**src/rtl/data_pipe_pkg.sv**
```systemverilog
// data_pipe_pkg
//   Shared defaults for the data_pipe register slice and its stage
//   sub-module, plus a small helper for sizing the occupancy count.
package data_pipe_pkg;

  localparam int DP_WIDTH       = 4;
  localparam int DP_DEPTH       = 3;
  localparam int DP_RESET_VALUE = 0;

  // Bits needed to count 0..depth valid stages.
  function automatic int occ_width(input int depth);
    return $clog2(depth + 1);
  endfunction

endpackage

```
**src/rtl/data_pipe_stage.sv**
```systemverilog
// pipe_stage
//   One slot of the data_pipe: a valid bit and a data register.  The slot
//   loads when upstream offers a beat and the slot is ready; it empties when
//   its beat moves on and nothing replaces it.  Flush clears the valid bit
//   and blocks any load, leaving the data register untouched.
//
// Ports
//   clk            clock, rising edge
//   reset          asynchronous, active-high
//   flush_i        clear valid bit at next edge, block loads
//   up_valid_i     upstream slot (or pipe input) holds a beat
//   up_data_i      upstream payload
//   ready_i        this slot's ready, resolved by the parent's ready chain
//   down_ready_i   downstream slot (or pipe output) can take this slot's beat
//   valid_o        slot holds a beat
//   data_o         slot payload
module pipe_stage
  import data_pipe_pkg::*;
#(
  parameter int               WIDTH       = DP_WIDTH,
  parameter logic [WIDTH-1:0] RESET_VALUE = WIDTH'(DP_RESET_VALUE)
) (
  input  logic             clk,
  input  logic             reset,
  input  logic             flush_i,
  input  logic             up_valid_i,
  input  logic [WIDTH-1:0] up_data_i,
  input  logic             ready_i,
  input  logic             down_ready_i,
  output logic             valid_o,
  output logic [WIDTH-1:0] data_o
);

  logic             valid_q, valid_d;
  logic [WIDTH-1:0] data_q, data_d;
  logic             load;

  assign load = up_valid_i && ready_i && !flush_i;

  always_comb begin
    valid_d = valid_q;
    data_d  = data_q;
    if (flush_i) begin
      valid_d = 1'b0;
    end else if (load) begin
      valid_d = 1'b1;
      data_d  = up_data_i;
    end else if (down_ready_i) begin
      // Beat (if any) moved downstream and nothing replaced it.
      valid_d = 1'b0;
    end
  end

  always_ff @(posedge clk or posedge reset) begin
    if (reset) begin
      valid_q <= 1'b0;
      data_q  <= RESET_VALUE;
    end else begin
      valid_q <= valid_d;
      data_q  <= data_d;
    end
  end

  assign valid_o = valid_q;
  assign data_o  = data_q;

endmodule

```
**src/rtl/data_pipe.sv**
```systemverilog
// data_pipe
//   DEPTH-stage valid/ready register pipeline with bubble collapsing.  A
//   stage is ready when it is empty or its own beat is leaving, so empty
//   slots keep filling even while the output is stalled, and a full pipe
//   still streams one beat per cycle when the output is ready.
//
// Ports
//   clk         clock, rising edge
//   reset       asynchronous, active-high
//   flush       clear every stage valid bit at the next edge, accept nothing
//   in_valid    upstream beat present
//   in_ready    pipe accepts a beat this cycle
//   in_data     upstream payload
//   out_valid   last stage holds a beat (registered)
//   out_ready   downstream accepts a beat
//   out_data    last stage payload (registered)
//   occupancy   number of valid stages, 0..DEPTH
module data_pipe
  import data_pipe_pkg::*;
#(
  parameter int               WIDTH       = DP_WIDTH,
  parameter int               DEPTH       = DP_DEPTH,
  parameter logic [WIDTH-1:0] RESET_VALUE = WIDTH'(DP_RESET_VALUE)
) (
  input  logic                       clk,
  input  logic                       reset,
  input  logic                       flush,
  input  logic                       in_valid,
  output logic                       in_ready,
  input  logic [WIDTH-1:0]           in_data,
  output logic                       out_valid,
  input  logic                       out_ready,
  output logic [WIDTH-1:0]           out_data,
  output logic [$clog2(DEPTH+1)-1:0] occupancy
);

  localparam int OCC_W = occ_width(DEPTH);

  logic [DEPTH:0]   ready_w;
  logic [DEPTH-1:0] valid_w;
  logic [DEPTH-1:0] up_valid_w;
  logic [WIDTH-1:0] data_w    [DEPTH];
  logic [WIDTH-1:0] up_data_w [DEPTH];
  logic [OCC_W-1:0] occ_w;

  // Ready ripples back from the output; resolved in one block so the chain
  // is a plain combinational walk from out_ready toward the input.
  always_comb begin
    ready_w        = '0;
    ready_w[DEPTH] = out_ready;
    for (int i = DEPTH - 1; i >= 0; i--) begin
      ready_w[i] = !valid_w[i] || ready_w[i+1];
    end
  end

  genvar g;
  generate
    for (g = 0; g < DEPTH; g++) begin : g_stage
      if (g == 0) begin : g_first
        assign up_valid_w[g] = in_valid;
        assign up_data_w[g]  = in_data;
      end else begin : g_next
        assign up_valid_w[g] = valid_w[g-1];
        assign up_data_w[g]  = data_w[g-1];
      end

      pipe_stage #(
        .WIDTH       (WIDTH),
        .RESET_VALUE (RESET_VALUE)
      ) u_stage (
        .clk          (clk),
        .reset        (reset),
        .flush_i      (flush),
        .up_valid_i   (up_valid_w[g]),
        .up_data_i    (up_data_w[g]),
        .ready_i      (ready_w[g]),
        .down_ready_i (ready_w[g+1]),
        .valid_o      (valid_w[g]),
        .data_o       (data_w[g])
      );
    end
  endgenerate

  always_comb begin
    occ_w = '0;
    for (int i = 0; i < DEPTH; i++) begin
      occ_w = occ_w + OCC_W'(valid_w[i]);
    end
  end

  assign in_ready  = ready_w[0] && !flush;
  assign out_valid = valid_w[DEPTH-1];
  assign out_data  = data_w[DEPTH-1];
  assign occupancy = occ_w;

endmodule
```
**config.mk**
```make
export PLATFORM = sky130hd
export DESIGN_NAME = data_pipe
export DESIGN_NICKNAME = d
export VERILOG_FILES = /design/src/rtl/data_pipe_pkg.sv /design/src/rtl/data_pipe_stage.sv /design/src/rtl/data_pipe.sv
export SDC_FILE = /design/constraint.sdc
export NUM_CORES = 1
export LEC_CHECK = 0
export ABC_AREA = 1
export CAP_MARGIN = 20
export CELL_PAD_IN_SITES_DETAIL_PLACEMENT = 1
export CELL_PAD_IN_SITES_GLOBAL_PLACEMENT = 1
export CORE_ASPECT_RATIO = 1.2
export CORE_MARGIN = 4
export CORE_UTILIZATION = 30
export CTS_CLUSTER_SIZE = 25
export DETAILED_ROUTE_END_ITERATION = 8
export HOLD_SLACK_MARGIN = 0.1
export PLACE_DENSITY_LB_ADDON = 0.1
export REMOVE_ABC_BUFFERS = 1
export SYNTH_ARGS = -nofsm -noshare
export SYNTH_HDL_FRONTEND = slang
export SYNTH_HIERARCHICAL = 1
export SYNTH_SLANG_ARGS = --single-unit
```
**constraint.sdc**
```tcl
create_clock -name clk -period 1.5 [get_ports clk]
set_input_delay 0.3 -clock clk [delete_from_list [all_inputs] [get_ports clk]]
set_output_delay 0.3 -clock clk [all_outputs]
set_load 0.01 [all_outputs]
```
==> flow_summary.ini <==
[cells_and_area]
final_layout_size_suffix_gt1_share_pct = 20.2
multi_input_gate_area_um2 = 274
fin_nets = 115
fin_util_pct = 46.3
layoutNonFillerInstCount = 134
ff_latch_area_um2 = 375
n_fill_cell = 273
area_growth_synth_to_finish_pct = 43.6
insertedDiodeCount = 0
final_cell_area_um2 = 981

[floorplan]
std_cell_rows = 18
area_enclosed_by_the_die_boundary_um2 = 3110
io_pins = 17
initial_utilization_pct = 32.3
die_wd_um = 51.6
die_span_y_um = 60.3
area_of_the_core_um2 = 2120

[drt]
dr.pass1.iters = 4
routed_via_density = 4.66
final_wl_um = 1680
route.detailed.wl_per_inst_um = 12.5
drc = 0
drt.antenna.violating_nets = 0
num_vias = 625
drc_violation_total_after_the_first_tritonroute_iteration = 2

[worst_setup_path]
startpoint = g_stage[2].u_stage/valid_o$_DFFE_PP0P_
r2r-end = g_stage[1].u_stage/data_o[0]$_DFFE_PP0P_
critPathRequiredTime_ns = 1.20
critical_path.max_fanout = 2
worstReg2RegStart = g_stage[1].u_stage/valid_o$_DFFE_PP0P_
ff2ff_setup_slack_ns = 0.18
rr_worst_depth = 6
crit_type = flip-flop to output port
timing.critical_path.from_type = flip-flop
crit_end = occupancy[0]
kind_of_end_point_of_the_critical_path = output port
worstPathArrival_ns = 1.35

[power_and_ir_drop]
p_leak_nw = 0.573
total_power_uw = 932
vdd_ir_drop_max_v = 0.000450
power_per_cell_area_nw_per_um2 = 950

[timing]
setup-violations-final = 3
slew_viol_final = 0
layout_worst_path_cycle_share_pct = 110
clock-skew-final_ns = 0.00957
fmax_mhz = 606
slew-limit-headroom_pct = 82.5
unrepaired_setup_endpoints_after_global_routing = true
period_minus_slack_ns = 1.65
timing.hold.ws_ns = 0.287
minimum_setup_slack_in_the_final_design_ns = -0.150
hold_viol_final = 0
setup-tns-final_ns = -0.245
max_slew.worst_pin.slew_ns = 0.261

[place]
place_worst_setup_slack_ns = -0.348
placedCellCount = 127
placement.io_buffers = 16
gp_congestion = 0.702
placed_cell_area_um2 = 933
post-dp-hpwl_um = 1360

[yosys]
synth_seq_area_share_pct = 54.9
synthesis.instances = 74
flops_latches_synth = 15
synth_area_um2 = 683
synth.yosys.warnings = 6
ys_types = 9
avgSynthCellArea_um2 = 9.23

[global_routing]
grt_overflow_total = 0
first_global_vias = 680
antenna_violations_before_repair = 0
grt_max_degree = 9
track_usage_pct = 12.6
grt_pass1_wl_um = 2950

[clock_network]
clkSlewWorstSetupHoldPaths_ns = 0.09
clock_insertion_delay_worst_skew_ns = 0.28
clkSinkCount = 15
cts.htree.levels = 1
cts_tree = done
cts-buffers-inserted = 3
clk_path_buf_depth = 2
cts_root_buffer = clkbuf_4

[job]
drv.max_cap_violation_count = 0

[outcome]
violations = negative setup slack
status = finished with violations

[worst_hold_path]
type_of_the_worst_min_delay_path = input port to async pin
## final cells by class
cell class / count / share of cell area (%)
clock buffer: 4 / 2.68
tap: 30 / 3.83
multi-input combinational: 50 / 27.9
timing repair buffer: 26 / 23.9
sequential: 15 / 38.3
inverter: 9 / 3.44
## flip-flops by register name, summed over array words and instances, names as in the netlist
signal                   count
g_stage.u_stage/valid_o      3
g_stage.u_stage/data_o      12
## power breakdown
group	switching, mW	internal, mW	total (mW)	leakage (nW)
combinational	0.0978	0.106	0.204	0.365
sequential	0.0338	0.466	0.500	0.194
clock	0.125	0.103	0.228	0.0150
total	0.257	0.675	0.932	0.573
## cells by family after synthesis
family,synth area share (%)
DFF,54.9
buffers and inverters,4.94
adders and majority gates,2.93
and+or+nand+nor,37.2
## timing repair
action / CTS / global route
endpoints found under the hold margin: 0 / 0
hold buffers: 0 / 0
gates resized for setup: 14 / 7
setup buffers: 2 / 1
pin swaps: 0 / 1
endpoints found under the setup margin: 4 / 6
## critical path, cell delays in order, from the launching register on
cell and delay [ns]:
dfrtp_1 0.41, fa_1 0.53, buf_2 0.12
## synthesized netlist by cell type
master | number | area, um^2
inv_1 | 9 | 33.8
nand4_1 | 12 | 75.1
nand2_1 | 29 | 109
nand3_1 | 1 | 5.00
dfrtp_1 | 15 | 375
fa_1 | 1 | 20.0
nand4_2 | 1 | 12.5
nand3_2 | 3 | 30.0
nand3b_1 | 3 | 22.5
## worst min-delay path by stage
stage                                        startpoint                                        to  slack (ns)
2_1_floorplan                                     reset  g_stage[0].u_stage/data_o[0]$_DFFE_PP0P_        0.08
4_1_cts                                           reset    g_stage[1].u_stage/valid_o$_DFFE_PP0P_        0.29
3_3_place_gp   g_stage[2].u_stage/data_o[2]$_DFFE_PP0P_  g_stage[2].u_stage/data_o[2]$_DFFE_PP0P_        0.46
6_report                                          reset    g_stage[1].u_stage/valid_o$_DFFE_PP0P_        0.29
5_1_grt                                           reset  g_stage[2].u_stage/data_o[1]$_DFFE_PP0P_        0.32
3_5_place_dp   g_stage[0].u_stage/data_o[3]$_DFFE_PP0P_  g_stage[0].u_stage/data_o[3]$_DFFE_PP0P_        0.46
## layout by cell type, fill, tap and decap left out
cell / count
buf_2: 3
buf_4: 7
buf_6: 3
clkbuf_1: 1
clkbuf_2: 1
clkbuf_4: 3
clkdlybuf4s50_1: 9
dfrtp_1: 15
dlymetal6s2s_1: 3
fa_1: 1
inv_1: 9
nand2_1: 29
nand3_1: 1
nand3_2: 3
nand3b_1: 3
nand4_1: 12
nand4_2: 1
## layer usage
metal | track usage (%) | share of wire (%) | vias to the layer above | routed length, um
li1 | - | - | 308 | -
met3 | 2.49 | 4.9 | 2 | 83
met2 | 23.1 | 55 | 9 | 919
met4 | 4.49 | 0.60 | 0 | 10
met1 | 14.4 | 40 | 306 | 663
met5 | 0 | 0 | - | 0
Note: power is estimated with default switching activity, not from simulation.
